===== src/rtl/ni_tx_2ph.sv =====
// ni_tx_2ph: network-interface transmitter from a local flit FIFO onto a
// 2-phase bundled-data link; Data_o leads each req_o toggle by SETUP_CYCLES.
module ni_tx_2ph #(
    parameter int WIDTH        = 32,
    parameter int DEPTH        = 4,
    parameter int SETUP_CYCLES = 2,
    parameter int SYNC_STAGES  = 2
) (
    input  logic                   clk,
    input  logic                   reset_n,
    input  logic                   s_valid,
    input  logic [WIDTH-1:0]       s_data,
    output logic                   s_ready,
    output logic                   req_o,
    output logic [WIDTH-1:0]       Data_o,
    input  logic                   ack_i,
    output logic                   busy_o,
    output logic [$clog2(DEPTH):0] fifo_count_o,
    output logic                   proto_err_o
);

    localparam int PW = $clog2(DEPTH);
    localparam int CW = PW + 1;
    localparam int TW = $clog2(SETUP_CYCLES + 1);
    localparam logic [CW-1:0] FULL = CW'(DEPTH);
    localparam logic [TW-1:0] SETUP_LOAD = TW'(SETUP_CYCLES - 1);

    typedef enum logic [1:0] {
        IDLE,
        SETUP,
        WAIT_ACK
    } state_t;

    state_t                 state;
    logic [WIDTH-1:0]       mem [DEPTH];
    logic [PW-1:0]          wptr;
    logic [PW-1:0]          rptr;
    logic [TW-1:0]          cnt;
    logic [SYNC_STAGES-1:0] ack_sync;
    logic                   ack_s;
    logic                   ready_en;
    logic                   push;
    logic                   pop;

    // ready_en keeps s_ready low until the first edge after reset release
    assign ack_s   = ack_sync[SYNC_STAGES-1];
    assign s_ready = ready_en && (fifo_count_o < FULL);
    assign push    = s_valid && s_ready;
    assign pop     = (state == IDLE) && (fifo_count_o != '0);
    assign busy_o  = (state != IDLE) || (fifo_count_o != '0);

    // flit storage, written on each accepted push
    always_ff @(posedge clk) begin
        if (push) begin
            mem[wptr] <= s_data;
        end
    end

    // FIFO pointers and occupancy; push and pop together leave count unchanged
    always_ff @(posedge clk or negedge reset_n) begin
        if (!reset_n) begin
            wptr         <= '0;
            rptr         <= '0;
            fifo_count_o <= '0;
            ready_en     <= 1'b0;
        end else begin
            ready_en <= 1'b1;
            if (push) begin
                wptr <= wptr + PW'(1);
            end
            if (pop) begin
                rptr <= rptr + PW'(1);
            end
            if (push && !pop) begin
                fifo_count_o <= fifo_count_o + CW'(1);
            end else if (pop && !push) begin
                fifo_count_o <= fifo_count_o - CW'(1);
            end
        end
    end

    // ack_i is asynchronous; only this chain ever samples it
    always_ff @(posedge clk or negedge reset_n) begin
        if (!reset_n) begin
            ack_sync <= '0;
        end else begin
            ack_sync <= {ack_sync[SYNC_STAGES-2:0], ack_i};
        end
    end

    // handshake FSM: launch data, wait the setup margin, toggle req, await ack
    always_ff @(posedge clk or negedge reset_n) begin
        if (!reset_n) begin
            state  <= IDLE;
            cnt    <= '0;
            req_o  <= 1'b0;
            Data_o <= '0;
        end else begin
            unique case (state)
                IDLE: begin
                    if (pop) begin
                        Data_o <= mem[rptr];
                        cnt    <= SETUP_LOAD;
                        state  <= SETUP;
                    end
                end
                SETUP: begin
                    if (cnt == '0) begin
                        req_o <= ~req_o;
                        state <= WAIT_ACK;
                    end else begin
                        cnt <= cnt - TW'(1);
                    end
                end
                WAIT_ACK: begin
                    if (ack_s == req_o) begin
                        state <= IDLE;
                    end
                end
                default: state <= IDLE;
            endcase
        end
    end

    // sticky flag: an ack phase change while no flit is outstanding
    always_ff @(posedge clk or negedge reset_n) begin
        if (!reset_n) begin
            proto_err_o <= 1'b0;
        end else if ((state != WAIT_ACK) && (ack_s != req_o)) begin
            proto_err_o <= 1'b1;
        end
    end

endmodule


===== config.mk =====
export PLATFORM = sky130hd
export DESIGN_NAME = ni_tx_2ph
export DESIGN_NICKNAME = d
export VERILOG_FILES = /design/src/rtl/ni_tx_2ph.sv
export SDC_FILE = /design/constraint.sdc
export NUM_CORES = 1
export LEC_CHECK = 0
export BUFFER_PORTS_ARGS = -buffer_cell sky130_fd_sc_hd__buf_2
export CORE_MARGIN = 3
export CORE_UTILIZATION = 50
export DETAILED_ROUTE_END_ITERATION = 8
export PLACE_DENSITY = 0.71
export SLEW_MARGIN = 20
export SYNTH_ARGS = -nofsm -noshare
export SYNTH_HDL_FRONTEND = slang
export SYNTH_SLANG_ARGS = --single-unit

===== constraint.sdc =====
create_clock -name clk -period 2.8 [get_ports clk]
set_input_delay 0.14 -clock clk [delete_from_list [all_inputs] [get_ports clk]]
set_output_delay 0.14 -clock clk [all_outputs]
set_load 0.02 [all_outputs]

# Word level (Yosys, flattened, before mapping)
# Memories as Yosys holds them, arrays and structs flattened. A register that Yosys moved wholly into a read port is not among the register bits.
# Index checks and enable logic that the tools add are counted.
# Widths: inputs -> output; s select.
[totals]
inputBits = 36
ramBits = 128
word_cells = 56
mem_count = 1
reg_bits = 16
output_inout_bits = 39
[memory_table]
columns = ["name", "depth", "word_bits", "read_ports", "rd_clocked_by_memory_dff", "write_ports", "line_no", "rtl"]
rows = [
  ["mem", 4, 32, 1, 1, 1, "35", "logic [WIDTH-1:0] mem [DEPTH];"],
]
[op_classes]
addsub = 5
n_reduce_logical = 20
n_eq_ne = 9
magnitude_cmp = 1
mux = 10
bitwise = 1
[op_table]
columns = ["op", "n"]
rows = [
  ["$ne 2x2->1 const B", 5],
  ["$mux 2", 4],
  ["$logic_and 1x1->1", 6],
  ["$mux 3", 2],
  ["$pmux 2 s3", 1],
  ["$reduce_and 3->1", 2],
  ["$reduce_bool 2->1", 3],
  ["$add 2x1->2 const B", 2],
  ["$logic_not 2->1", 2],
  ["$pmux 2 s2", 1],
  ["$reduce_and 2->1", 2],
  ["$add 3x1->3 const B", 1],
  ["$logic_not 1->1", 3],
  ["$lt 3x3->1 const B", 1],
  ["$reduce_bool 3->1", 1],
  ["$sub 3x1->3 const B", 1],
  ["$eq 2x1->1 const B", 1],
  ["$eq 2x2->1 const B", 1],
  ["$mux 1", 2],
  ["$sub 2x1->2 const B", 1],
  ["$eq 1x1->1", 1],
  ["$logic_or 1x1->1", 1],
  ["$ne 1x1->1", 1],
  ["$not 1->1", 1],
]

# Longest topological paths before layout
# Gate-level depths: netlist of the first run.
[logic_depth]
ltp_word = 7
ltp_mapped = 9
depth_no_buf = 8

# Worst setup path after synthesis of the first run
# Ideal clock, no wire load.
[synth_timing]
kind = "reg2reg"
from = "register fifo_count_o[2]"
to = "register fifo_count_o[2]"
setup_time_ns = 0.080
path_buffers = 0
arrival_ns = 2.195
path_slack_ns = 0.526
synth_period_minus_slack_ns = 2.274
required_ns = 2.720
stages_incl_launch_ff = 9
cell_sequence = "dfrtp_1 -> nor2b_1 -> and2_0 -> ha_1 -> inv_1 -> fa_1 -> xor2_1 -> nor2_1 -> xor2_1"
[synth_via]
elab_chain_len = 6
word_cells_on_any_way = 14
cone_classes = "add/sub (2); order compare (1); mux (2); reduce/logical (9)"
[synth_rtl]
columns = ["element", "line_no", "rtl"]
rows = [
  ["start, declared", "18", "output logic [$clog2(DEPTH):0] fifo_count_o,"],
  ["start signal, assigned", "75", "fifo_count_o <= fifo_count_o + CW'(1);"],
  ["start signal, assigned", "77", "fifo_count_o <= fifo_count_o - CW'(1);"],
  ["$lt 3x3->1 *", "47", "assign s_ready = ready_en && (fifo_count_o < FULL);"],
  ["$logic_and 1x1->1 *", "47", ""],
  ["via s_ready", "13", "output logic s_ready,"],
  ["$logic_and 1x1->1 *", "48", "assign push = s_valid && s_ready;"],
  ["via push", "42", "logic push;"],
  ["$logic_not 1->1", "76", "end else if (pop && !push) begin"],
  ["$logic_and 1x1->1", "76", ""],
  ["$reduce_bool 2->1 (no source line)", "-", ""],
]
# Mark *: on every way through the listed nets, which the timed path passes. The rest lies on a longest branch. The select of a mux whose other input is x is not followed.
# A chain may end at the register's enable or synchronous reset.

# Worst setup path after layout of the first run
[layout_timing]
from = "register fifo_count_o[2]"
to = "register fifo_count_o[2]"
[layout_via]
elab_chain_len = 6
word_cells_on_any_way = 14
cone_classes = "add/sub (2); order compare (1); mux (2); reduce/logical (9)"
[layout_rtl]
columns = ["element", "line_no"]
rows = [
  ["$lt 3x3->1 *", "47"],
  ["$logic_and 1x1->1 *", "47"],
  ["$logic_and 1x1->1 *", "48"],
  ["via push", "42"],
  ["$logic_not 1->1", "76"],
  ["$logic_and 1x1->1", "76"],
  ["$reduce_bool 2->1 (no source line)", "-"],
]
# Marked as above.

==> impl_metrics.env, run 1 <==
export IMPL_status="finished, final reports clean"
export IMPL_r2r_start="fifo_count_o[2]$_DFFE_PN0P_"
export IMPL_syn_num_nets=340
export IMPL_path_clk_slew_ns=0.06
export IMPL_timing_rr_end="fifo_count_o[2]$_DFFE_PN0P_"
export IMPL_pwr_density_cell_nw_per_um2=1050
export IMPL_grt_pass1_vias=3474
export IMPL_clock_path_buffers=2
export IMPL_die_area_um2=14600
export IMPL_placed_cell_area_um2=7220
export IMPL_fmaxAchievable_mhz=466
export IMPL_fin_nets=465
export IMPL_worst_path_largest_cell_delay_ns=0.42
export IMPL_finalWorstSetupSlack_ns=0.655
export IMPL_yosys_warnings=0
export IMPL_cts_htree_levels=4
export IMPL_cp_required_ns=3.14
export IMPL_rrSetupSlack_ns=0.66
export IMPL_finalSetupViolCount=0
export IMPL_grt_pass1_wl_um=18800
export IMPL_power_leakage_nw=3.02
export IMPL_drc=0
export IMPL_gp_congestion=0.700
export IMPL_fin_area_um2=8170
export IMPL_drv_cap=0
export IMPL_die_x_um=121
export IMPL_synth_area_per_cell_um2=22.2
export IMPL_dr_wl_met3_um=654
export IMPL_port_buffers=74
export IMPL_areaGrowthSynthToFinish_pct=23.8
export IMPL_num_antenna_cells=0
export IMPL_gr_usage_all_layers_pct=17.5
export IMPL_dr_pass1_iters=4
export IMPL_io_pins=75
export IMPL_num_rows=41
export IMPL_slew_violations=0
export IMPL_nFillCells=872
export IMPL_path_common_cell="xor2_1"
export IMPL_ys_seq_elements=176
export IMPL_topRoutingLayerUsed="met4"
export IMPL_finalCritPeriodShare_pct=76.6
export IMPL_met2WireLength_um=5870
export IMPL_insertion_delay_ns=0.42
export IMPL_antenna_left=0
export IMPL_worstSetupEndpointType="register"
export IMPL_root_buffer="clkbuf_16"
export IMPL_cp_max_fo=6
export IMPL_synth_enable_flop_cells=128
export IMPL_antenna_found_initial=0
export IMPL_layout_drive_gt1_share_pct=43.4
export IMPL_min_period_ns=2.14
export IMPL_async_flop_share_pct=27.3
export IMPL_startpoint="fifo_count_o[2]$_DFFE_PN0P_"
export IMPL_synth_common_cells="edfxtp_1, dfrtp_1, mux2_2"
export IMPL_ys_types=33
export IMPL_via_per_inst=5.30
export IMPL_ys_flop_type="edfxtp_1"
export IMPL_drt_met1_wl_um=5000
export IMPL_die_h_um=121
export IMPL_wl_per_cell_um=19.2
export IMPL_syn_area_um2=6610
export IMPL_hold_viol=0
export IMPL_grt_overflow=0
export IMPL_cts_tree="done"
export IMPL_grt_max_degree=39
export IMPL_worstMarginPinSlew_ns=0.874
export IMPL_holdCritPathClass="in -> reg"
export IMPL_core_area_um2=12800
export IMPL_dpl_worst_slack_ns=0.699
export IMPL_place_hpwl_um=6980
export IMPL_yosysMostFrequentCell="edfxtp_1"
export IMPL_ir_worst_vdd_v=0.000441
export IMPL_max_slew_margin_rel_pct=41.7
export IMPL_skew_ns=0.00939
export IMPL_cts_buffers=17
export IMPL_crit_chain="nor2b_1 -> and2_0 -> ha_1 -> inv_1 -> fa_1 -> xor2_1 -> nor2_1 -> xor2_1"
export IMPL_worst_hold_slack_ns=0.229
export IMPL_crit_arrival_ns=2.49
export IMPL_timing_setup_tns_ns=0
export IMPL_start_util_pct=51.7
export IMPL_r2r_cells=8
export IMPL_slowest_stage="dfrtp_1"
export IMPL_post_synth_top_area_cell="edfxtp_1"
export IMPL_setup_worst_path_end="fifo_count_o[2]$_DFFE_PN0P_"
export IMPL_start_kind="register"
export IMPL_ys_top_cells_by_area="edfxtp_1, dfrtp_1, mux4_2, mux2_2, ha_1"
export IMPL_path_class="reg -> reg"
export IMPL_wl_um=11700
export IMPL_drtIter0Drc=208
export IMPL_rsz0062_at_grt="false"
export IMPL_netlist_area_leader_share_pct=58.2
export IMPL_vias=3217
export IMPL_cts_sinks=176
export IMPL_synth_cells=297
export IMPL_synth_seq_area_share_pct=76.4
[power by group]
group | internal [mW] | total, mW | leakage [nW] | switching, mW
Combinational | 1.27 | 2.42 | 1.01 | 1.15
Sequential | 3.29 | 3.69 | 1.71 | 0.402
Clock | 1.47 | 2.43 | 0.300 | 0.969
[final cells by class]
| type | instances | area [µm²] | area share (%) |
|---|---|---|---|
| sequential | 176 | 5050 | 61.7 |
| multi-input combinational | 105 | 1440 | 17.6 |
| timing repair buffer | 117 | 843 | 10.3 |
| clock buffer | 21 | 460 | 5.63 |
| tap | 172 | 215 | 2.63 |
| clock inverter | 11 | 154 | 1.88 |
| inverter | 5 | 18.8 | 0.230 |
[layout by cell type (no fill, tap or decap), types with 2 or more instances in the layout]
cell	synthesis	final
clkbuf_8	0	2
clkbuf_16	0	17
buf_12	3	5
bufinv_16	0	3
clkinv_2	0	2
nor2_1	2	2
buf_2	2	73
xnor2_1	6	6
buf_4	3	5
ha_1	6	6
inv_1	5	5
and3_2	0	4
inv_6	0	3
dfrtp_2	0	2
mux2_2	34	34
xor2_1	2	2
nor2b_1	2	2
dlygate4sd3_1	0	34
dfrtp_1	48	46
nand2b_1	2	2
mux4_2	31	31
clkbuf_1	2	2
edfxtp_1	128	128
[registers in the layout, indices dropped and copies added, names as in the netlist]
name and flops:
mem 128, Data_o 32, fifo_count_o 3, ack_sync 2
cnt 2, rptr 2, state 2, wptr 2
proto_err_o 1, ready_en 1, req_o 1
[logic make-up after synthesis]
kind of cell | Yosys count | share of synthesized area (%)
xor gates and xnor gates | 8 | 1.06
muxes | 67 | 16.9
adders and majority gates | 7 | 1.44
other | 1 | 0.0568
buffers and inverters | 16 | 1.97
AOI/OAI and AO/OA | 4 | 0.398
DFF | 176 | 76.4
and+or+nand+nor | 18 | 1.78
[timing repair]
item,CTS,global route
hold buffers,34,0
endpoints found under the hold margin,166,0
setup buffers,0,0
gates resized for setup,0,0
[layer usage]
metal | up-vias | global-route usage, %
met5 | - | 0
met4 | 0 | 6.30
met3 | 14 | 5.08
met2 | 81 | 27.8
met1 | 1694 | 23.2
li1 | 1428 | -
[worst min path at each step]
stage | startpoint | to | slack (ns) | cells after the start
6_report | s_valid | wptr[0]$_DFFE_PN0P_ | 0.23 | 3
5_1_grt | s_valid | wptr[0]$_DFFE_PN0P_ | 0.22 | 3
4_1_cts | s_valid | wptr[0]$_DFFE_PN0P_ | 0.20 | 3
3_5_place_dp | ack_i | ack_sync[0]$_DFF_PN0_ | 0.26 | 1
3_3_place_gp | ack_i | ack_sync[0]$_DFF_PN0_ | 0.25 | 1
2_1_floorplan | reset_n | Data_o[0]$_DFFE_PN0P_ | -0.16 | 0
[worst max-delay path: cells and delay by family, from the launching register on]
family,cells,cell delay [ns]
xor+xnor,2,0.31
fa+ha+maj,2,0.60
buf+inv,1,0.07
flops,1,0.42
simple gates,3,0.67
[stage by stage]
stage          instances  util (%)  total power, mW
2_1_floorplan        297         -             5.52
3_5_place_dp         541      56.5             6.18
4_1_cts              607      64.0             8.66
5_1_grt              607      64.0             8.99
3_3_place_gp         541      56.5             6.11
6_report             607      64.0             8.55
Note: power is estimated with default switching activity, not from simulation.
==> inputs of run 2 (changes only) <==
--- a/config.mk
+++ b/config.mk
@@ -5,11 +5,12 @@
 export SDC_FILE = /design/constraint.sdc
 export NUM_CORES = 1
 export LEC_CHECK = 0
+export ABC_AREA = 1
 export BUFFER_PORTS_ARGS = -buffer_cell sky130_fd_sc_hd__buf_2
 export CORE_MARGIN = 3
 export CORE_UTILIZATION = 50
 export DETAILED_ROUTE_END_ITERATION = 8
-export PLACE_DENSITY = 0.71
+export PLACE_DENSITY = 0.73
 export SLEW_MARGIN = 20
 export SYNTH_ARGS = -nofsm -noshare
 export SYNTH_HDL_FRONTEND = slang
==> constraint.sdc (replaced) <==
create_clock -name clk -period 1.8 [get_ports clk]
set_input_delay 0.09 -clock clk [delete_from_list [all_inputs] [get_ports clk]]
set_output_delay 0.09 -clock clk [all_outputs]
set_load 0.02 [all_outputs]
==> run 2 against run 1 <==
Effect of this change: flip-flop and latch count stayed put; combinational power is 110% higher; critical path type unchanged; global-route usage is 0.80 points higher; via count is 50% higher; first-iteration DRC count is 48% higher; sequential share of layout area is 5.6 points lower; largest power group unchanged.
==> impl_metrics.env, run 2 <==
export IMPL_ir_worst_vdd_v=0.000773
export IMPL_worstMarginPinSlew_ns=0.528
export IMPL_ys_seq_elements=176
export IMPL_nFillCells=1100
export IMPL_cts_tree="done"
export IMPL_cts_buffers=17
export IMPL_core_area_um2=14100
export IMPL_ys_top_cells_by_area="edfxtp_1, dfrtp_1, nand2_1, inv_1, nand3_1"
export IMPL_cts_htree_levels=4
export IMPL_start_util_pct=52.2
export IMPL_synth_cells=724
export IMPL_power_mw=14.1
export IMPL_gr_usage_all_layers_pct=18.3
export IMPL_holdCritPathClass="in -> async"
export IMPL_ys_types=20
export IMPL_netlist_area_leader_share_pct=52.0
export IMPL_crit_arrival_ns=1.94
export IMPL_insertion_delay_ns=0.42
export IMPL_synth_seq_area_share_pct=68.3
export IMPL_wl_per_cell_um=13.7
export IMPL_num_rows=43
export IMPL_layout_common_cells="nand2_1, inv_1, edfxtp_1"
export IMPL_path_clk_slew_ns=0.06
export IMPL_gp_congestion=0.714
export IMPL_skew_ns=0.00753
export IMPL_fmaxAchievable_mhz=609
export IMPL_hold_viol=0
export IMPL_grt_pass1_wl_um=22900
export IMPL_drtIter0Drc=308
export IMPL_areaGrowthSynthToFinish_pct=21.7
export IMPL_rsz0062_at_grt="false"
export IMPL_cp_max_fo=4
export IMPL_die_x_um=128
export IMPL_post_synth_top_area_cell="edfxtp_1"
export IMPL_synth_common_cells="nand2_1, inv_1, edfxtp_1"
export IMPL_die_h_um=128
export IMPL_cts_sinks=176
export IMPL_fin_nets=883
export IMPL_pwr_density_cell_nw_per_um2=1560
export IMPL_worst_hold_slack_ns=0.175
export IMPL_port_buffers=74
export IMPL_final_common_cell="nand2_1"
export IMPL_grt_pass1_vias=4704
export IMPL_yosys_warnings=0
export IMPL_ys_flop_type="edfxtp_1"
export IMPL_yosysMostFrequentCell="nand2_1"
export IMPL_die_area_um2=16300
export IMPL_start_kind="register"
export IMPL_worstSetupEndpointType="register"
export IMPL_reg_top3="mem (128), Data_o (32), fifo_count_o (3)"
export IMPL_synth_enable_flop_cells=128
export IMPL_root_buffer="clkbuf_16"
export IMPL_min_period_ns=1.64
export IMPL_via_per_inst=4.68
export IMPL_dr_pass1_iters=5
export IMPL_vias=4839
export IMPL_wl_um=14100
export IMPL_largest_register_ffs=128
export IMPL_status="finished, final reports clean"
export IMPL_grt_max_degree=66
export IMPL_drc=0
export IMPL_power_leakage_nw=4.32
export IMPL_grt_overflow=0
export IMPL_finalSetupViolCount=0
export IMPL_startpoint="fifo_count_o[1]$_DFFE_PN0P_"
export IMPL_path_class="reg -> reg"
export IMPL_timing_setup_tns_ns=0
export IMPL_place_hpwl_um=8210
export IMPL_cp_required_ns=2.10
export IMPL_num_antenna_cells=0
export IMPL_max_slew_margin_rel_pct=64.8
export IMPL_synth_area_per_cell_um2=10.2
export IMPL_clock_path_buffers=2
export IMPL_slew_violations=0
export IMPL_io_pins=75
export IMPL_r2r_start="fifo_count_o[1]$_DFFE_PN0P_"
export IMPL_ctsResizeCount=0
export IMPL_antenna_left=0
export IMPL_antenna_found_initial=0
export IMPL_async_flop_share_pct=27.3
export IMPL_drv_cap=0
export IMPL_regMostFlops="mem"
export IMPL_syn_num_nets=767
export IMPL_layout_drive_gt1_share_pct=15.6
export IMPL_finalCritPeriodShare_pct=91.2
export IMPL_syn_area_um2=7390
==> run 2: changes by cell type after synthesis, sizes merged, moves of 3 or more <==
| cell | before | now |
|---|---|---|
| inv | 5 | 148 |
| mux2 | 34 | 0 |
| and3 | 4 | 0 |
| nor2 | 3 | 8 |
| nand2 | 2 | 277 |
| buf | 9 | 28 |
| xnor2 | 6 | 3 |
| nand3 | 1 | 68 |
| mux4 | 32 | 0 |
==> run 2: final timing paths <==
| check | to | slack (ns) | cells after the start |
|---|---|---|---|
| worst max-delay path | fifo_count_o[2]$_DFFE_PN0P_ | 0.16 | 9 |
| worst min-delay path | Data_o[3]$_DFFE_PN0P_ | 0.17 | 2 |
| worst max register to register | fifo_count_o[2]$_DFFE_PN0P_ | 0.16 | 9 |
| worst min register to register | ack_sync[1]$_DFF_PN0_ | 0.35 | 0 |
| max in group asynchronous | fifo_count_o[1]$_DFFE_PN0P_ | 1.05 | 3 |
| min in group clk | ack_sync[0]$_DFF_PN0_ | 0.33 | 2 |
==> run 2: worst max-delay path, stage by stage, from the launching register on <==
cell and delay, ns:
dfrtp_2 0.43, nor2_1 0.11, nand2_1 0.09, nand2_2 0.10, ha_4 0.13, inv_1 0.05, fa_2 0.33, nand2_1 0.07
nand3_1 0.08, xor2_1 0.14
==> run 2: cell families (layout without fill, tap and decap cells) <==
group	Yosys count	in the layout	synth area share, %
XOR/XNOR	7	7	0.830
buffers and inverters	176	305	10.1
AO/OA/AOI/OAI	3	3	0.237
AND/OR/NAND/NOR	354	354	19.2
adder cells (fa/ha/maj)	7	7	1.29
flip-flops	176	176	68.3
other	1	1	0.0507
==> run 2: final cells by class <==
class	count	area (µm²)	share of cell area [%]
well taps	180	225	2.50
clock buffers	26	479	5.33
multi-input cells	372	1660	18.4
inverters	148	556	6.18
repair buffers	125	941	10.5
clock inverters	6	82.6	0.918
flip-flops and latches	176	5050	56.2
==> run 2: timing repair <==
action	in CTS	in global routing
hold buffers	35	0
endpoints found under the hold margin	146	0
buffers inserted	0	0
==> run 2: power by group <==
group	switching, mW	internal [mW]
Sequential	0.378	5.14
Clock	1.39	2.11
Combinational	3.34	1.70
Total	5.11	8.95
==> run 2: per-stage QoR <==
stage / cell area (µm²) / utilization, % / std cells / setup WS (ns)
2_1_floorplan: 7460 / - / 724 / 0.00342
3_3_place_gp: 8080 / 57.1 / 966 / 0.170
3_5_place_dp: 8080 / 57.1 / 966 / 0.157
4_1_cts: 8990 / 63.5 / 1033 / 0.148
5_1_grt: 8990 / 63.5 / 1033 / 0.00887
6_report: 8990 / 63.5 / 1033 / 0.158
==> run 2: per-layer routing <==
layer	part of all wire (%)	track usage, %
met5	0	0
met4	1.7	6.99
met3	4.9	3.72
met2	50	30.3
met1	44	24.0
==> inputs of run 3 (changes only) <==
--- a/config.mk
+++ b/config.mk
@@ -8,9 +8,9 @@
 export ABC_AREA = 1
 export BUFFER_PORTS_ARGS = -buffer_cell sky130_fd_sc_hd__buf_2
 export CORE_MARGIN = 3
-export CORE_UTILIZATION = 50
+export CORE_UTILIZATION = 53
 export DETAILED_ROUTE_END_ITERATION = 8
-export PLACE_DENSITY = 0.73
+export PLACE_DENSITY = 0.83
 export SLEW_MARGIN = 20
 export SYNTH_ARGS = -nofsm -noshare
 export SYNTH_HDL_FRONTEND = slang
==> run 3 against run 2 <==
Effect of this change: setup slack lost 0.045 ns; highest routed layer unchanged; critical path depth is the same; largest power group unchanged; global-route usage grew 2.3 points.
==> impl_metrics.env, run 3 (synthesis results as in run 2) <==
export IMPL_status="finished, final reports clean"
export IMPL_cp_max_fo=3
export IMPL_fin_area_um2=9090
export IMPL_slowest_stage="dfrtp_2"
export IMPL_timing_setup_tns_ns=0
export IMPL_power_leakage_nw=4.38
export IMPL_p_clk_share_pct=27.3
export IMPL_pwr_density_cell_nw_per_um2=1600
export IMPL_regMostFlops="mem"
export IMPL_power_internal_mw=9.32
export IMPL_timing_rr_end="fifo_count_o[2]$_DFFE_PN0P_"
export IMPL_worstSetupEndpointType="register"
export IMPL_path_class="reg -> reg"
export IMPL_wl_um=14500
export IMPL_critical_path_top_delay_family="adder cells"
export IMPL_crit_chain="inv_1 -> nand2_1 -> nand2_2 -> ha_4 -> inv_1 -> fa_2 -> nand2_1 -> nand3_1 -> xor2_1"
export IMPL_seqPwrFrac_pct=37.7
export IMPL_areaGrowthSynthToFinish_pct=23.0
export IMPL_r2r_start="fifo_count_o[2]$_DFFE_PN0P_"
export IMPL_final_common_cell="nand2_1"
export IMPL_antenna_left=0
export IMPL_grt_max_degree=66
export IMPL_largest_register_ffs=128
export IMPL_grt_pass1_vias=4991
export IMPL_combPwrFrac_pct=35.0
export IMPL_multi_input_area_um2=1660
export IMPL_gr_usage_all_layers_pct=20.6
export IMPL_place_inst=964
export IMPL_start_kind="register"
export IMPL_root_buffer="clkbuf_16"
export IMPL_core_area_um2=13500
export IMPL_nFillCells=995
export IMPL_fin_nets=886
export IMPL_grt_overflow=0
export IMPL_drc=0
export IMPL_ir_worst_vdd_v=0.00120
export IMPL_dr_pass1_iters=5
export IMPL_r2r_cells=9
export IMPL_placed_cell_area_um2=8090
export IMPL_min_period_ns=1.69
export IMPL_start_util_pct=54.9
export IMPL_worstMarginPinSlew_ns=0.692
export IMPL_layout_common_cells="nand2_1, inv_1, edfxtp_1"
export IMPL_port_buffers=74
export IMPL_swShare_pct=36.1
export IMPL_cts_buffers=17
export IMPL_p_switching_mw=5.26
export IMPL_antenna_found_initial=0
export IMPL_die_h_um=124
export IMPL_die_x_um=124
export IMPL_place_hpwl_um=8670
export IMPL_drv_cap=0
export IMPL_layout_drive_gt1_share_pct=16.5
export IMPL_hold_viol=0
export IMPL_startpoint="fifo_count_o[2]$_DFFE_PN0P_"
export IMPL_finalSetupViolCount=0
export IMPL_insertion_delay_ns=0.43
export IMPL_cp_required_ns=2.10
export IMPL_skew_ns=0.00874
export IMPL_die_area_um2=15400
export IMPL_num_antenna_cells=0
export IMPL_cp_num_buf_inv=2
export IMPL_holdCritPathClass="in -> async"
export IMPL_worst_path_largest_cell_delay_ns=0.43
export IMPL_final_cells=1032
export IMPL_num_rows=42
export IMPL_cts_htree_levels=4
export IMPL_max_slew_margin_rel_pct=53.9
export IMPL_vias=4965
export IMPL_clock_path_buffers=2
export IMPL_cts_tree="done"
export IMPL_slew_violations=0
export IMPL_path_clk_slew_ns=0.06
export IMPL_io_pins=75
export IMPL_wl_per_cell_um=14.1
export IMPL_finalCritPeriodShare_pct=93.7
export IMPL_drtIter0Drc=323
export IMPL_cts_sinks=176
export IMPL_rrSetupSlack_ns=0.11
export IMPL_register_area_um2=5050
export IMPL_via_per_inst=4.81
export IMPL_fmaxAchievable_mhz=593
export IMPL_rsz0062_at_grt="false"
export IMPL_gp_congestion=0.737
export IMPL_grt_pass1_wl_um=23800
export IMPL_reg_top3="mem (128), Data_o (32), fifo_count_o (3)"
export IMPL_crit_arrival_ns=1.99
==> run 3: worst max-delay path by stage <==
stage	end	slack [ns]	depth (start not counted)
6_report	fifo_count_o[2]$_DFFE_PN0P_	0.11	9
5_1_grt	fifo_count_o[2]$_DFFE_PN0P_	0.003	10
4_1_cts	fifo_count_o[2]$_DFFE_PN0P_	0.08	9
3_5_place_dp	fifo_count_o[2]$_DFFE_PN0P_	0.11	9
3_3_place_gp	fifo_count_o[2]$_DFFE_PN0P_	0.16	9
2_1_floorplan	fifo_count_o[2]$_DFFE_PN0P_	0.003	9
==> run 3: what timing repair did <==
item	in CTS	in global routing
hold endpoints to repair	178	0
hold buffers	35	0
endpoints found under the setup margin	0	1
setup buffers	0	1
gates resized for setup	0	0
==> run 3: tightest hold or removal path, delay by kind of cell <==
family	cells	cell delay, ns
buffers and inverters	3	0.89
==> run 3: final cells by class <==
cell class	count	area share, %
timing repair buffer	128	10.6
inverter	148	6.11
multi-input combinational	372	18.2
sequential	176	55.6
clock buffer	19	4.76
tap	176	2.42
clock inverter	13	2.29
==> run 3: through the flow <==
step / total power, mW / hold WS [ns] / setup WS [ns] / util [%]
6_report: 14.6 / 0.179 / 0.114 / 67.6
2_1_floorplan: 9.21 / -0.206 / 0.00342 / -
4_1_cts: 14.7 / 0.188 / 0.0800 / 67.5
5_1_grt: 15.6 / 0.207 / 0.00318 / 67.6
3_5_place_dp: 10.6 / 0.104 / 0.111 / 60.1
3_3_place_gp: 10.4 / 0.0978 / 0.159 / 60.1
==> run 3: power by group through the flow <==
stage | Combinational (mW) | Clock [mW] | Sequential [mW]
final | 5.11 | 3.97 | 5.50
after global routing | 5.82 | 4.21 | 5.57
after CTS | 5.15 | 4.02 | 5.50
after detailed placement | 5.01 | 0 | 5.57
after global placement | 4.86 | 0 | 5.54
after floorplan | 3.19 | 0 | 6.02
==> run 3: routing by layer <==
layer  vias to the layer above  global-route usage, %  wire length (µm)
met2                       115                   35.9              7600
met4                         0                   7.53               190
met1                      2360                   24.6              5990
met5                         -                      0                 0
li1                       2471                      -                 -
met3                        19                   5.50               736
